**src/rtl/mem_ctrl_if.sv**
```systemverilog
// Signal bundle shared by mem_ctrl, its requesters (fetcher, load/store buffer) and the byte-wide RAM.
// The master modport is the environment side; the slave modport is the controller.
interface mem_ctrl_if #(
  parameter int ADDR_W = 32,
  parameter int ROB_W  = 4
);
  logic              rdy;
  logic              rb;

  logic              if_ena;
  logic [ADDR_W-1:0] if_addr;
  logic              if_done;
  logic [31:0]       if_inst;

  logic              ld_ena;
  logic [ADDR_W-1:0] ld_addr;
  logic [3:0]        ld_len;
  logic              ld_sext;
  logic [ROB_W-1:0]  ld_src;
  logic              ld_done;
  logic [31:0]       ld_data;
  logic [ROB_W-1:0]  ld_tag;

  logic              st_ena;
  logic [ADDR_W-1:0] st_addr;
  logic [3:0]        st_len;
  logic [31:0]       st_data;
  logic              st_done;

  logic [7:0]        mem_din;
  logic [7:0]        mem_dout;
  logic [ADDR_W-1:0] mem_a;
  logic              mem_wr;
  logic              io_buffer_full;

  modport master (
    output rdy, rb,
    output if_ena, if_addr,
    input  if_done, if_inst,
    output ld_ena, ld_addr, ld_len, ld_sext, ld_src,
    input  ld_done, ld_data, ld_tag,
    output st_ena, st_addr, st_len, st_data,
    input  st_done,
    output mem_din, io_buffer_full,
    input  mem_dout, mem_a, mem_wr
  );

  modport slave (
    input  rdy, rb,
    input  if_ena, if_addr,
    output if_done, if_inst,
    input  ld_ena, ld_addr, ld_len, ld_sext, ld_src,
    output ld_done, ld_data, ld_tag,
    input  st_ena, st_addr, st_len, st_data,
    output st_done,
    input  mem_din, io_buffer_full,
    output mem_dout, mem_a, mem_wr
  );
endinterface

```
**src/rtl/mem_ctrl.sv**
```systemverilog
// Byte-serial memory controller: serialises word fetches and 1/2/4-byte loads/stores onto an
// 8-bit RAM port with a two-cycle read latency, returning extended load data tagged with its ROB index.
module mem_ctrl #(
  parameter int ADDR_W = 32,
  parameter int ROB_W  = 4
) (
  input  logic     clk,
  input  logic     rst,
  mem_ctrl_if.slave bus
);

  typedef enum logic [1:0] {
    S_IDLE,
    S_FETCH,
    S_LOAD,
    S_STORE
  } state_t;

  state_t            state_q, state_d;
  logic [2:0]        cnt_q, cnt_d;
  logic [2:0]        num_q, num_d;
  logic [ADDR_W-1:0] addr_q, addr_d;
  logic              sext_q, sext_d;
  logic [ROB_W-1:0]  src_q, src_d;
  logic [31:0]       sdata_q, sdata_d;
  logic [31:0]       asm_q, asm_d;

  logic [ADDR_W-1:0] mem_a_q, mem_a_d;
  logic [7:0]        mem_dout_q, mem_dout_d;
  logic              mem_wr_q, mem_wr_d;
  logic              if_done_q, if_done_d;
  logic [31:0]       if_inst_q, if_inst_d;
  logic              ld_done_q, ld_done_d;
  logic [31:0]       ld_data_q, ld_data_d;
  logic [ROB_W-1:0]  ld_tag_q, ld_tag_d;
  logic              st_done_q, st_done_d;

  logic [2:0]        edge_idx;
  logic [1:0]        bidx;
  logic              any_done;
  logic              io_block;

  function automatic logic [31:0] extend(input logic [31:0] raw, input logic [2:0] n,
                                         input logic sx);
    logic [31:0] res;
    res = raw;
    if (n == 3'd1) begin
      res = {{24{sx & raw[7]}}, raw[7:0]};
    end else if (n == 3'd2) begin
      res = {{16{sx & raw[15]}}, raw[15:0]};
    end
    return res;
  endfunction

  // edge_idx is k for the edge Ek being evaluated; read byte k-2 arrives on mem_din at Ek.
  assign edge_idx = cnt_q + 3'd1;
  assign bidx     = 2'(cnt_q - 3'd1);
  assign any_done = if_done_q | ld_done_q | st_done_q;
  assign io_block = bus.st_ena && (bus.st_addr[17:16] == 2'b11) && bus.io_buffer_full;

  always_comb begin
    state_d    = state_q;
    cnt_d      = cnt_q;
    num_d      = num_q;
    addr_d     = addr_q;
    sext_d     = sext_q;
    src_d      = src_q;
    sdata_d    = sdata_q;
    asm_d      = asm_q;
    mem_a_d    = mem_a_q;
    mem_dout_d = mem_dout_q;
    mem_wr_d   = mem_wr_q;
    if_done_d  = 1'b0;
    if_inst_d  = if_inst_q;
    ld_done_d  = 1'b0;
    ld_data_d  = ld_data_q;
    ld_tag_d   = ld_tag_q;
    st_done_d  = 1'b0;

    case (state_q)
      S_IDLE: begin
        if (bus.rdy && !bus.rb && !any_done) begin
          if (bus.st_ena) begin
            // A blocked I/O store holds off every lower-priority request too.
            if (!io_block) begin
              state_d    = S_STORE;
              cnt_d      = 3'd0;
              num_d      = 3'(bus.st_len + 4'd1);
              addr_d     = bus.st_addr;
              sdata_d    = bus.st_data;
              mem_a_d    = bus.st_addr;
              mem_dout_d = bus.st_data[7:0];
              mem_wr_d   = 1'b1;
            end
          end else if (bus.ld_ena) begin
            state_d = S_LOAD;
            cnt_d   = 3'd0;
            num_d   = 3'(bus.ld_len + 4'd1);
            addr_d  = bus.ld_addr;
            sext_d  = bus.ld_sext;
            src_d   = bus.ld_src;
            asm_d   = 32'd0;
            mem_a_d = bus.ld_addr;
          end else if (bus.if_ena) begin
            state_d = S_FETCH;
            cnt_d   = 3'd0;
            num_d   = 3'd4;
            addr_d  = bus.if_addr;
            asm_d   = 32'd0;
            mem_a_d = bus.if_addr;
          end
        end
      end

      S_FETCH, S_LOAD: begin
        if (bus.rb) begin
          state_d = S_IDLE;
          cnt_d   = 3'd0;
          mem_a_d = '0;
        end else begin
          cnt_d = edge_idx;
          if (edge_idx < num_q) begin
            mem_a_d = addr_q + ADDR_W'(edge_idx);
          end
          if (edge_idx >= 3'd2) begin
            for (int b = 0; b < 4; b++) begin
              if (bidx == 2'(b)) begin
                asm_d[8*b +: 8] = bus.mem_din;
              end
            end
          end
          if (edge_idx == num_q + 3'd1) begin
            state_d = S_IDLE;
            cnt_d   = 3'd0;
            mem_a_d = '0;
            if (state_q == S_FETCH) begin
              if_done_d = 1'b1;
              if_inst_d = asm_d;
            end else begin
              ld_done_d = 1'b1;
              ld_data_d = extend(asm_d, num_q, sext_q);
              ld_tag_d  = src_q;
            end
          end
        end
      end

      S_STORE: begin
        // Stores are already committed, so rollback does not interrupt them.
        cnt_d = edge_idx;
        if (edge_idx < num_q) begin
          mem_a_d    = addr_q + ADDR_W'(edge_idx);
          mem_dout_d = sdata_q[8*edge_idx[1:0] +: 8];
          mem_wr_d   = 1'b1;
        end else begin
          state_d    = S_IDLE;
          cnt_d      = 3'd0;
          mem_a_d    = '0;
          mem_dout_d = 8'd0;
          mem_wr_d   = 1'b0;
          st_done_d  = 1'b1;
        end
      end

      default: begin
        state_d = S_IDLE;
      end
    endcase
  end

  always_ff @(posedge clk or negedge rst) begin
    if (!rst) begin
      state_q    <= S_IDLE;
      cnt_q      <= 3'd0;
      num_q      <= 3'd0;
      addr_q     <= '0;
      sext_q     <= 1'b0;
      src_q      <= '0;
      sdata_q    <= 32'd0;
      asm_q      <= 32'd0;
      mem_a_q    <= '0;
      mem_dout_q <= 8'd0;
      mem_wr_q   <= 1'b0;
      if_done_q  <= 1'b0;
      if_inst_q  <= 32'd0;
      ld_done_q  <= 1'b0;
      ld_data_q  <= 32'd0;
      ld_tag_q   <= '0;
      st_done_q  <= 1'b0;
    end else begin
      state_q    <= state_d;
      cnt_q      <= cnt_d;
      num_q      <= num_d;
      addr_q     <= addr_d;
      sext_q     <= sext_d;
      src_q      <= src_d;
      sdata_q    <= sdata_d;
      asm_q      <= asm_d;
      mem_a_q    <= mem_a_d;
      mem_dout_q <= mem_dout_d;
      mem_wr_q   <= mem_wr_d;
      if_done_q  <= if_done_d;
      if_inst_q  <= if_inst_d;
      ld_done_q  <= ld_done_d;
      ld_data_q  <= ld_data_d;
      ld_tag_q   <= ld_tag_d;
      st_done_q  <= st_done_d;
    end
  end

  assign bus.if_done  = if_done_q;
  assign bus.if_inst  = if_inst_q;
  assign bus.ld_done  = ld_done_q;
  assign bus.ld_data  = ld_data_q;
  assign bus.ld_tag   = ld_tag_q;
  assign bus.st_done  = st_done_q;
  assign bus.mem_dout = mem_dout_q;
  assign bus.mem_a    = mem_a_q;
  assign bus.mem_wr   = mem_wr_q;

endmodule
```
**src/flat_wrapper.sv**
```systemverilog
// flat-port wrapper written by rule: the top's interface ports become plain ports
module mem_ctrl_flat 
#(
  parameter int ADDR_W = 32,
  parameter int ROB_W  = 4
)
  (clk, rst, bus_rdy, bus_rb, bus_if_ena, bus_if_addr, bus_if_done, bus_if_inst, bus_ld_ena, bus_ld_addr, bus_ld_len, bus_ld_sext, bus_ld_src, bus_ld_done, bus_ld_data, bus_ld_tag, bus_st_ena, bus_st_addr, bus_st_len, bus_st_data, bus_st_done, bus_mem_din, bus_io_buffer_full, bus_mem_dout, bus_mem_a, bus_mem_wr);
  mem_ctrl_if #(.ADDR_W(ADDR_W), .ROB_W(ROB_W)) bus_i ();
  input  logic clk;
  input  logic rst;
  input wire logic [$bits(bus_i.rdy)-1:0] bus_rdy;
  input wire logic [$bits(bus_i.rb)-1:0] bus_rb;
  input wire logic [$bits(bus_i.if_ena)-1:0] bus_if_ena;
  input wire logic [$bits(bus_i.if_addr)-1:0] bus_if_addr;
  output wire logic [$bits(bus_i.if_done)-1:0] bus_if_done;
  output wire logic [$bits(bus_i.if_inst)-1:0] bus_if_inst;
  input wire logic [$bits(bus_i.ld_ena)-1:0] bus_ld_ena;
  input wire logic [$bits(bus_i.ld_addr)-1:0] bus_ld_addr;
  input wire logic [$bits(bus_i.ld_len)-1:0] bus_ld_len;
  input wire logic [$bits(bus_i.ld_sext)-1:0] bus_ld_sext;
  input wire logic [$bits(bus_i.ld_src)-1:0] bus_ld_src;
  output wire logic [$bits(bus_i.ld_done)-1:0] bus_ld_done;
  output wire logic [$bits(bus_i.ld_data)-1:0] bus_ld_data;
  output wire logic [$bits(bus_i.ld_tag)-1:0] bus_ld_tag;
  input wire logic [$bits(bus_i.st_ena)-1:0] bus_st_ena;
  input wire logic [$bits(bus_i.st_addr)-1:0] bus_st_addr;
  input wire logic [$bits(bus_i.st_len)-1:0] bus_st_len;
  input wire logic [$bits(bus_i.st_data)-1:0] bus_st_data;
  output wire logic [$bits(bus_i.st_done)-1:0] bus_st_done;
  input wire logic [$bits(bus_i.mem_din)-1:0] bus_mem_din;
  input wire logic [$bits(bus_i.io_buffer_full)-1:0] bus_io_buffer_full;
  output wire logic [$bits(bus_i.mem_dout)-1:0] bus_mem_dout;
  output wire logic [$bits(bus_i.mem_a)-1:0] bus_mem_a;
  output wire logic [$bits(bus_i.mem_wr)-1:0] bus_mem_wr;
  assign bus_i.rdy = bus_rdy;
  assign bus_i.rb = bus_rb;
  assign bus_i.if_ena = bus_if_ena;
  assign bus_i.if_addr = bus_if_addr;
  assign bus_if_done = bus_i.if_done;
  assign bus_if_inst = bus_i.if_inst;
  assign bus_i.ld_ena = bus_ld_ena;
  assign bus_i.ld_addr = bus_ld_addr;
  assign bus_i.ld_len = bus_ld_len;
  assign bus_i.ld_sext = bus_ld_sext;
  assign bus_i.ld_src = bus_ld_src;
  assign bus_ld_done = bus_i.ld_done;
  assign bus_ld_data = bus_i.ld_data;
  assign bus_ld_tag = bus_i.ld_tag;
  assign bus_i.st_ena = bus_st_ena;
  assign bus_i.st_addr = bus_st_addr;
  assign bus_i.st_len = bus_st_len;
  assign bus_i.st_data = bus_st_data;
  assign bus_st_done = bus_i.st_done;
  assign bus_i.mem_din = bus_mem_din;
  assign bus_i.io_buffer_full = bus_io_buffer_full;
  assign bus_mem_dout = bus_i.mem_dout;
  assign bus_mem_a = bus_i.mem_a;
  assign bus_mem_wr = bus_i.mem_wr;
  mem_ctrl #(.ADDR_W(ADDR_W), .ROB_W(ROB_W)) u_core (.clk(clk), .rst(rst), .bus(bus_i));
endmodule
```
**config.mk**
```make
export PLATFORM = sky130hd
export DESIGN_NAME = mem_ctrl_flat
export DESIGN_NICKNAME = d
export VERILOG_FILES = /design/src/rtl/mem_ctrl_if.sv /design/src/rtl/mem_ctrl.sv /design/src/flat_wrapper.sv
export SDC_FILE = /design/constraint.sdc
export NUM_CORES = 1
export LEC_CHECK = 0
export CAP_MARGIN = 40
export CORE_ASPECT_RATIO = 1.2
export CORE_MARGIN = 5
export CORE_UTILIZATION = 35
export DETAILED_ROUTE_END_ITERATION = 10
export GPL_TIMING_DRIVEN = 0
export PLACE_DENSITY = 0.57
export SETUP_SLACK_MARGIN = 0.1
export SLEW_MARGIN = 0
export SYNTH_ARGS = -nofsm -noshare
export SYNTH_HDL_FRONTEND = slang
export SYNTH_SLANG_ARGS = --single-unit
```
**constraint.sdc**
```tcl
create_clock -name clk -period 5.7 [get_ports clk]
set_input_delay 0.57 -clock clk [delete_from_list [all_inputs] [get_ports clk]]
set_output_delay 0.57 -clock clk [all_outputs]
set_load 0.01 [all_outputs]
```
======== Word-level counts from Yosys, hierarchy flattened ========
Cells that the tools add are included.
W data, S select, Z words.
storage, ports and cells
  word-level logic and storage cells ...... 145
  output and inout bits ................... 112
  register bits ........................... 221
  input port bits ......................... 157
cells by class
  bitwise operators ....................... 8
  equality and inequality tests ........... 22
  add/sub/neg operators ................... 6
  $lt $le $gt $ge ......................... 2
  shifts and indexed selects .............. 1
  reductions and logical operators ........ 22
  mux-type cells .......................... 67
operators by type and width
  cell                   number
  $mux W32               19
  $pmux W32 S3           1
  $mux W8                8
  $pmux W32 S2           1
  $mux W3                12
  $add A32 B3 Y32        1
  $shiftx A32 B6 Y8      1
  $reduce_and A4 Y1      7
  $mux W2                8
  $pmux W8 S2            1
  $mux W1                14
  $add A3 B1 Y3 const B  4
  $ne A2 B2 Y1 const B   6
  $eq A2 B2 Y1 const B   5
  $reduce_and A5 Y1      2
  $pmux W3 S3            1
  $ne A3 B3 Y1 const B   2
  $pmux W2 S3            1
  $eq A2 B1 Y1 const B   2
  $logic_and A1 B1 Y1    4
  $logic_not A2 Y1       2
  $ne A4 B2 Y1 const B   1
  $ne A4 B4 Y1 const B   1
  $not A1 Y1             4
  16 further kinds       20

======== Logic depth before layout (Yosys ltp) ========
Gate-level depths: netlist of the first run.
  word-level depth ........................ 9
  mapped depth ............................ 11
  mapped depth without buffers ............ 8

======== Worst setup path after synthesis of the first run ========
OpenSTA, ideal clock, no wires.
  path type ............................... register -> register
  start point ............................. register u_core.cnt_q[0]
  end point ............................... register u_core.mem_a_q[22], in the netlist u_core.bus.mem_a[22]
  required time ........................... 5618 ps
  setup time .............................. 82 ps
  period minus slack after synthesis ...... 3298 ps
  setup slack ............................. 2402 ps
  data arrival time ....................... 3216 ps
  buffers on the path ..................... 3
  stages on the path, launching flop included .. 12
  cell sequence ........................... dfrtp_1 > clkbuf_1 > inv_1 > ha_1 > fa_1 > a21oi_1 > or3_1 > clkbuf_1 > clkbuf_1 > o31a_1 > o21ai_0 > a31oi_1
on the way
  longest elaborated chain between the ends .. 6
  elaborated cells between the ends (all ways) .. 11
  those cells by class .................... add/sub: 2; order compare: 1; eq/ne: 2; mux: 5; reduce/logical: 1
RTL lines
  item                      line                              RTL
  start: declaration        mem_ctrl.sv:20                    logic [2:0] cnt_q, cnt_d;
  start signal: assignment  mem_ctrl.sv:192                   cnt_q <= cnt_d;
  $add A3 B1 Y3 *           mem_ctrl.sv:56                    assign edge_idx = cnt_q + 3'd1;
  $add A32 B3 Y32           mem_ctrl.sv:123, mem_ctrl.sv:152
  $mux W32                  mem_ctrl.sv:122                   if (edge_idx < num_q) begin
  $mux W32                  mem_ctrl.sv:132                   if (edge_idx == num_q + 3'd1) begin
  $mux W32                  mem_ctrl.sv:116                   if (bus.rb) begin
  $pmux W32 S3              mem_ctrl.sv:80                    case (state_q)
  end signal: assignment    mem_ctrl.sv:199                   mem_a_q <= mem_a_d;
  end: declaration          mem_ctrl.sv:28                    logic [ADDR_W-1:0] mem_a_q, mem_a_d;
Every way passes the cells marked *; elsewhere a longest branch is shown, timed or not. The select of a mux whose other input is x is not followed.
A chain may end at the register's enable or synchronous reset.

======== Final worst setup path of the first run ========
  start point ............................. register u_core.cnt_q[0]
  end point ............................... register u_core.mem_a_q[24], in the netlist u_core.bus.mem_a[24]
Same word-level chain as after synthesis.

==> metrics.yaml, run 1 <==
worst_slack_ns: 1.92
syn_avg_cell_area_um2: 10.6
critical_path_required_ns: 6.09
max_slew_margin: 0.431
outcome: "finished clean"
tns_ns: 0
crit_arrival_ns: 4.16
ys_seq_elements: 221
yosys.area.top_type: "dfrtp_1"
finClkSkew_ns: 0.0199
holdWs_ns: 0.113
grt_pass1_wl_mm: 56.2
insertion_delay_ns: 0.52
crit_path_top_delay_cell: "fa_1"
ys_async_sr_fraction: 1.00
clock_sinks: 221
placed_area_um2: 14500
wl_per_cell_um: 20.5
yosysWarnings: 0
syn-num-nets: 1237
fp.dieArea_um2: 35800
power_density_nw_per_um2: 525
port_buffers: 265
cts.htree.levels: 1
layout-drive-gt1-share: 0.132
netlist_area_um2: 11200
root_buffer: "clkbuf_16"
place_ws_ns: 1.94
start_util: 0.352
track_usage: 0.198
period_share: 0.663
grt_start_max_net_pins: 120
cpPeakStageDelay_ns: 0.53
die_x_um: 174
crit_buf_inv: 4
synth.area.top_cells: "dfrtp_1 49%, mux2_2 8.5%, mux2i_1 5.3%"
cts_tree: "built"
vias_per_cell: 5.27
area_delta_synth_final_pct: 36.2
dp_hpwl_mm: 28.0
final_cell_count_no_fill: 1781
synth-edff-count: 0
nets: 1533
finalSetupViolations: 0
yosysMostFrequentCell: "dfrtp_1"
hold_viol: 0
drv_slew: 0
synthCells: 1061
leakage_nw: 6.55
die_y_um: 206
crit_type: "flip-flop to flip-flop"
grt_overflow_total: 0
ctsLongestPathBuffers: 3
max-vdd-ir-drop_v: 0.000209
via_count: 9381
cts_made_buffers: 24
routed_wl_mm: 36.5
gp_routability_congestion: 0.905
antenna_found_initial: 1
grt_pass1_vias: 9735
yosys.cell_types.count: 61
crit_top_cell: "clkbuf_1"
worstMarginPinSlew_ns: 0.854
setup.worst_path.end_class: "flip-flop"
synthFlopType: "dfrtp_1"
clk_pin_slew_ns: 0.07
drc: 0
cts_setup_buffers: 0
cp-start-kind: "flip-flop"
post-place-cells: 1738
crit_path_max_fanout: 10
drtPass1Iterations: 5
synth.top_cell.area_share: 0.492
fin_crit_ns: 3.78
path_cells: "clkbuf_1, inv_1, ha_1, fa_1, a21oi_1, or3_1, clkbuf_1, clkbuf_1, nor3_1, o21ai_0, a31oi_1"
ant_nets: 0
hold_class: "input pin to asynchronous set/reset pin"
synth_top_cells_by_count: "221 x dfrtp_1, 117 x nand2_1, 102 x o21ai_0, 85 x mux2_2, 59 x mux2i_1"
rsz0062_at_grt: "no"
rows: 72
clock.fmax_mhz: 265
cts_resized: 0
ios: 269
seq_area_frac_synth: 0.492
initialDrtViolationCount: 515
cap_violations: 0
final_area_um2: 15300
hold_buffers: 0
core_area_um2: 32000
crit_family: "buffers and inverters"
[state kept, by name (all words and copies together), names as in the netlist]
name                 cells
u_core.addr_q           32
u_core.asm_q            32
u_core.bus.if_done       1
u_core.bus.if_inst      32
u_core.bus.ld_data      32
u_core.bus.ld_done       1
u_core.bus.ld_tag        4
u_core.bus.mem_a        32
u_core.bus.mem_dout      8
u_core.bus.mem_wr        1
u_core.bus.st_done       1
u_core.cnt_q             3
u_core.num_q             3
u_core.sdata_q          32
u_core.sext_q            1
u_core.src_q             4
u_core.state_q           2
[per-layer routing]
metal,up-vias,global-route usage,part of all wire
met3,56,0.0386,0.058
met2,292,0.363,0.51
met4,0,0.0622,0.027
met5,-,0,0
li1,4449,-,-
met1,4584,0.234,0.40
[stage by stage]
stage / util / power (mW)
floorplan: - / 4.81
global placement: 0.451 / 6.38
detailed placement: 0.453 / 6.45
CTS: 0.479 / 8.13
global route: 0.479 / 8.58
finish: 0.479 / 8.04
[layout by cell type (no fill, tap or decap), types with 8 or more instances in the layout]
| cell type | synthesis | layout |
|---|---|---|
| nand2b_1 | 16 | 16 |
| mux2i_1 | 59 | 59 |
| clkdlybuf4s50_1 | 0 | 264 |
| nor3_1 | 10 | 10 |
| nor2_1 | 46 | 46 |
| o211ai_1 | 14 | 14 |
| o22ai_1 | 11 | 11 |
| o21a_1 | 16 | 16 |
| a21o_1 | 11 | 11 |
| a21oi_1 | 35 | 35 |
| nor4_1 | 13 | 13 |
| clkbuf_1 | 44 | 48 |
| clkbuf_16 | 0 | 25 |
| dfrtp_1 | 221 | 221 |
| nand2_1 | 117 | 117 |
| inv_1 | 31 | 31 |
| o221a_2 | 8 | 8 |
| a22o_1 | 29 | 29 |
| xor2_1 | 9 | 9 |
| nand4_1 | 11 | 11 |
| xnor2_1 | 10 | 10 |
| mux4_2 | 8 | 8 |
| o22a_1 | 8 | 8 |
| o21ai_0 | 102 | 102 |
| buf_2 | 17 | 17 |
| ha_1 | 18 | 18 |
| a31oi_1 | 26 | 26 |
| nand3_1 | 17 | 17 |
| o31a_1 | 9 | 9 |
| mux2_2 | 85 | 85 |
[where the power goes]
group | switching (mW) | internal (mW)
logic | 1.89 | 1.80
clock network | 0.645 | 0.997
registers | 0.462 | 2.24
total | 3.00 | 5.04
[kinds of logic (layout without fill, tap and decap cells)]
logic type,Yosys count,after routing,synth area share
compound gates,291,291,0.172
simple gates,256,256,0.106
flops,221,221,0.492
mux,153,153,0.155
buf+inv,101,413,0.0369
xor+xnor,20,20,0.0162
fa+ha+maj,19,19,0.0218
other cells,0,1,0
[final cells by class]
class                           instances  area, um^2
Timing Repair Buffer                  270        2740
Fill cell                            3000       16700
Inverter                               32         120
Tap cell                              407         509
Sequential cell                       221        5530
Clock buffer                           34         709
Buffer                                 69         295
Multi-Input combinational cell        739        5300
Clock inverter                          8         115
Antenna cell                            1        2.50
[path summary, 6_finish.rpt]
kind / start / to / slack (ns) / cells after the start
worst max-delay path: u_core.cnt_q[0] / u_core.bus.mem_a[24] / 1.92 / 11
worst min-delay path: rst / u_core.bus.ld_data[0] / 0.11 / 2
worst max register to register: u_core.cnt_q[0] / u_core.bus.mem_a[24] / 1.92 / 11
worst min register to register: u_core.asm_q[19] / u_core.asm_q[19] / 0.48 / 2
max in group asynchronous: rst / u_core.addr_q[5] / 4.63 / 3
min in group clk: u_core.asm_q[19] / u_core.asm_q[19] / 0.48 / 2
No activity file was read; power rests on OpenSTA's default activity.
==> run 2, diff against run 1 <==
- PLACE_DENSITY: 0.57 -> 0.59
- clock period: 5.7 -> 3.1 ns (I/O delays scaled with it)
==> metrics.yaml, run 2 (synthesis results as in run 1) <==
outcome: "finished clean"
multiInputGateArea_um2: 5400
holdWs_ns: 0.376
critical_path_required_ns: 3.50
cpPeakStageDelay_ns: 0.43
cts_tree: "built"
placed_area_um2: 14500
most-common-layout-cells: "264 x clkdlybuf4s50_1, 221 x dfrtp_1, 117 x nand2_1"
root_buffer: "clkbuf_16"
period_share: 0.930
grt_pass1_vias: 9969
ios: 269
wl_per_cell_um: 20.5
port_buffers: 265
crit_arrival_ns: 3.29
core_area_um2: 32000
fillers: 2990
area_delta_synth_final_pct: 38.7
drv_slew: 0
grt_pass1_wl_mm: 57.3
gp_routability_congestion: 0.897
crit_buf_inv: 4
max-vdd-ir-drop_v: 0.000442
fin_crit_ns: 2.88
final_common_cell: "clkdlybuf4s50_1"
rr_worst_depth: 11
reg2reg_to: "u_core.bus.mem_a[8]"
p_clk_frac: 0.197
regArea_um2: 5530
cap_violations: 0
die_x_um: 174
switching_power_mw: 5.65
insertion_delay_ns: 0.52
initialDrtViolationCount: 564
via_count: 9543
antenna_found_initial: 1
vias_per_cell: 5.30
grt_start_max_net_pins: 77
rsz0062_at_grt: "yes"
seq_power_share: 0.332
max_slew_margin: 0.423
rr_startpoint: "u_core.cnt_q[0]"
grt_overflow_total: 0
routed_wl_mm: 36.9
rows: 72
cts_made_buffers: 25
crit_family: "buffers and inverters"
crit_path_max_fanout: 9
dp_hpwl_mm: 28.4
layout-drive-gt1-share: 0.161
clk_pin_slew_ns: 0.06
fp.dieArea_um2: 35800
hold_class: "input pin to asynchronous set/reset pin"
crit_path_top_delay_cell: "dfrtp_1"
path_cells: "clkbuf_16, clkinvlp_4, buf_4, ha_1, fa_2, a21oi_4, or3_1, clkbuf_2, xnor2_1, a22o_1, mux2_2"
start_util: 0.352
cp_num_cells: 11
nets: 1552
intPower_mw: 9.41
tns_ns: 0
hold_viol: 0
cts.htree.levels: 1
leakage_nw: 6.66
ctsLongestPathBuffers: 3
drc: 0
setup.worst_path.end_class: "flip-flop"
cp-start-kind: "flip-flop"
drtPass1Iterations: 5
track_usage: 0.201
power_density_nw_per_um2: 966
clock.fmax_mhz: 347
worstMarginPinSlew_ns: 0.865
crit_type: "flip-flop to flip-flop"
final_area_um2: 15600
finalSetupViolations: 0
p_sw_frac: 0.375
power_frac_comb: 0.471
rrSetupSlack_ns: 0.22
clock_sinks: 221
ant_nets: 0
die_y_um: 206
finClkSkew_ns: 0.0202
run 2: power groups by stage:
stage	logic (mW)	registers (mW)	clock network (mW)
3_3_place_gp	6.74	4.99	0
6_report	7.09	4.99	2.97
4_1_cts	7.07	4.98	3.04
3_5_place_dp	6.86	5.03	0
5_1_grt	7.75	5.15	3.16
2_1_floorplan	3.76	5.10	0
run 2: worst register-to-register path: cells and delay by family (launching register included):
kind | cells | cell delay, ns
mux | 1 | 0.27
fa+ha+maj | 2 | 0.65
flops | 1 | 0.43
compound gates | 2 | 0.51
buf+inv | 4 | 0.70
xor+xnor | 1 | 0.08
simple gates | 1 | 0.14
run 2: what timing repair did:
| item | 4_1_cts | 5_1_grt |
|---|---|---|
| pin swaps | 4 | 3 |
| endpoints found under the setup margin | 166 | 100 |
| hold buffers | 1 | 0 |
| resized for setup | 29 | 12 |
| buffers inserted | 6 | 12 |
| endpoints found under the hold margin | 70 | 0 |
run 2: worst max-delay path by stage:
stage	from	endpoint	slack, ns
5_1_grt	u_core.state_q[1]	u_core.bus.mem_dout[5]	0.1
2_1_floorplan	u_core.cnt_q[0]	u_core.bus.mem_a[22]	0.15
6_report	u_core.cnt_q[0]	u_core.bus.mem_a[8]	0.22
3_5_place_dp	u_core.cnt_q[0]	u_core.bus.mem_a[22]	-0.93
4_1_cts	u_core.cnt_q[0]	u_core.bus.mem_a[22]	0.06
3_3_place_gp	rst	u_core.bus.mem_a[8]	-8.05
run 2: area by class of cell:
| class | instances | area share |
|---|---|---|
| inverter | 32 | 0.00802 |
| sequential | 221 | 0.355 |
| tap | 407 | 0.0327 |
| clock inverter | 8 | 0.00594 |
| antenna | 1 | 0.000160 |
| multi-input combinational | 739 | 0.346 |
| buffer | 69 | 0.0217 |
| clock buffer | 34 | 0.0461 |
| timing repair buffer | 288 | 0.184 |
run 2: per-layer routing:
layer	vias up	part of all wire	global-route usage	wire length (um)
li1	4481	-	-	-
met1	4648	0.39	0.238	14600
met2	356	0.51	0.368	18800
met3	58	0.065	0.0406	2400
met4	0	0.030	0.0617	1110
met5	-	0	0	0
run 2: stage by stage:
stage	total power, mW	setup slack (ns)	util	instances
finish	15.1	0.217	0.488	1799
global route	16.0	0.0951	0.488	1799
floorplan	8.85	0.152	-	1061
CTS	15.1	0.0588	0.484	1786
detailed placement	11.9	-0.932	0.453	1737
global placement	11.7	-8.05	0.451	1733
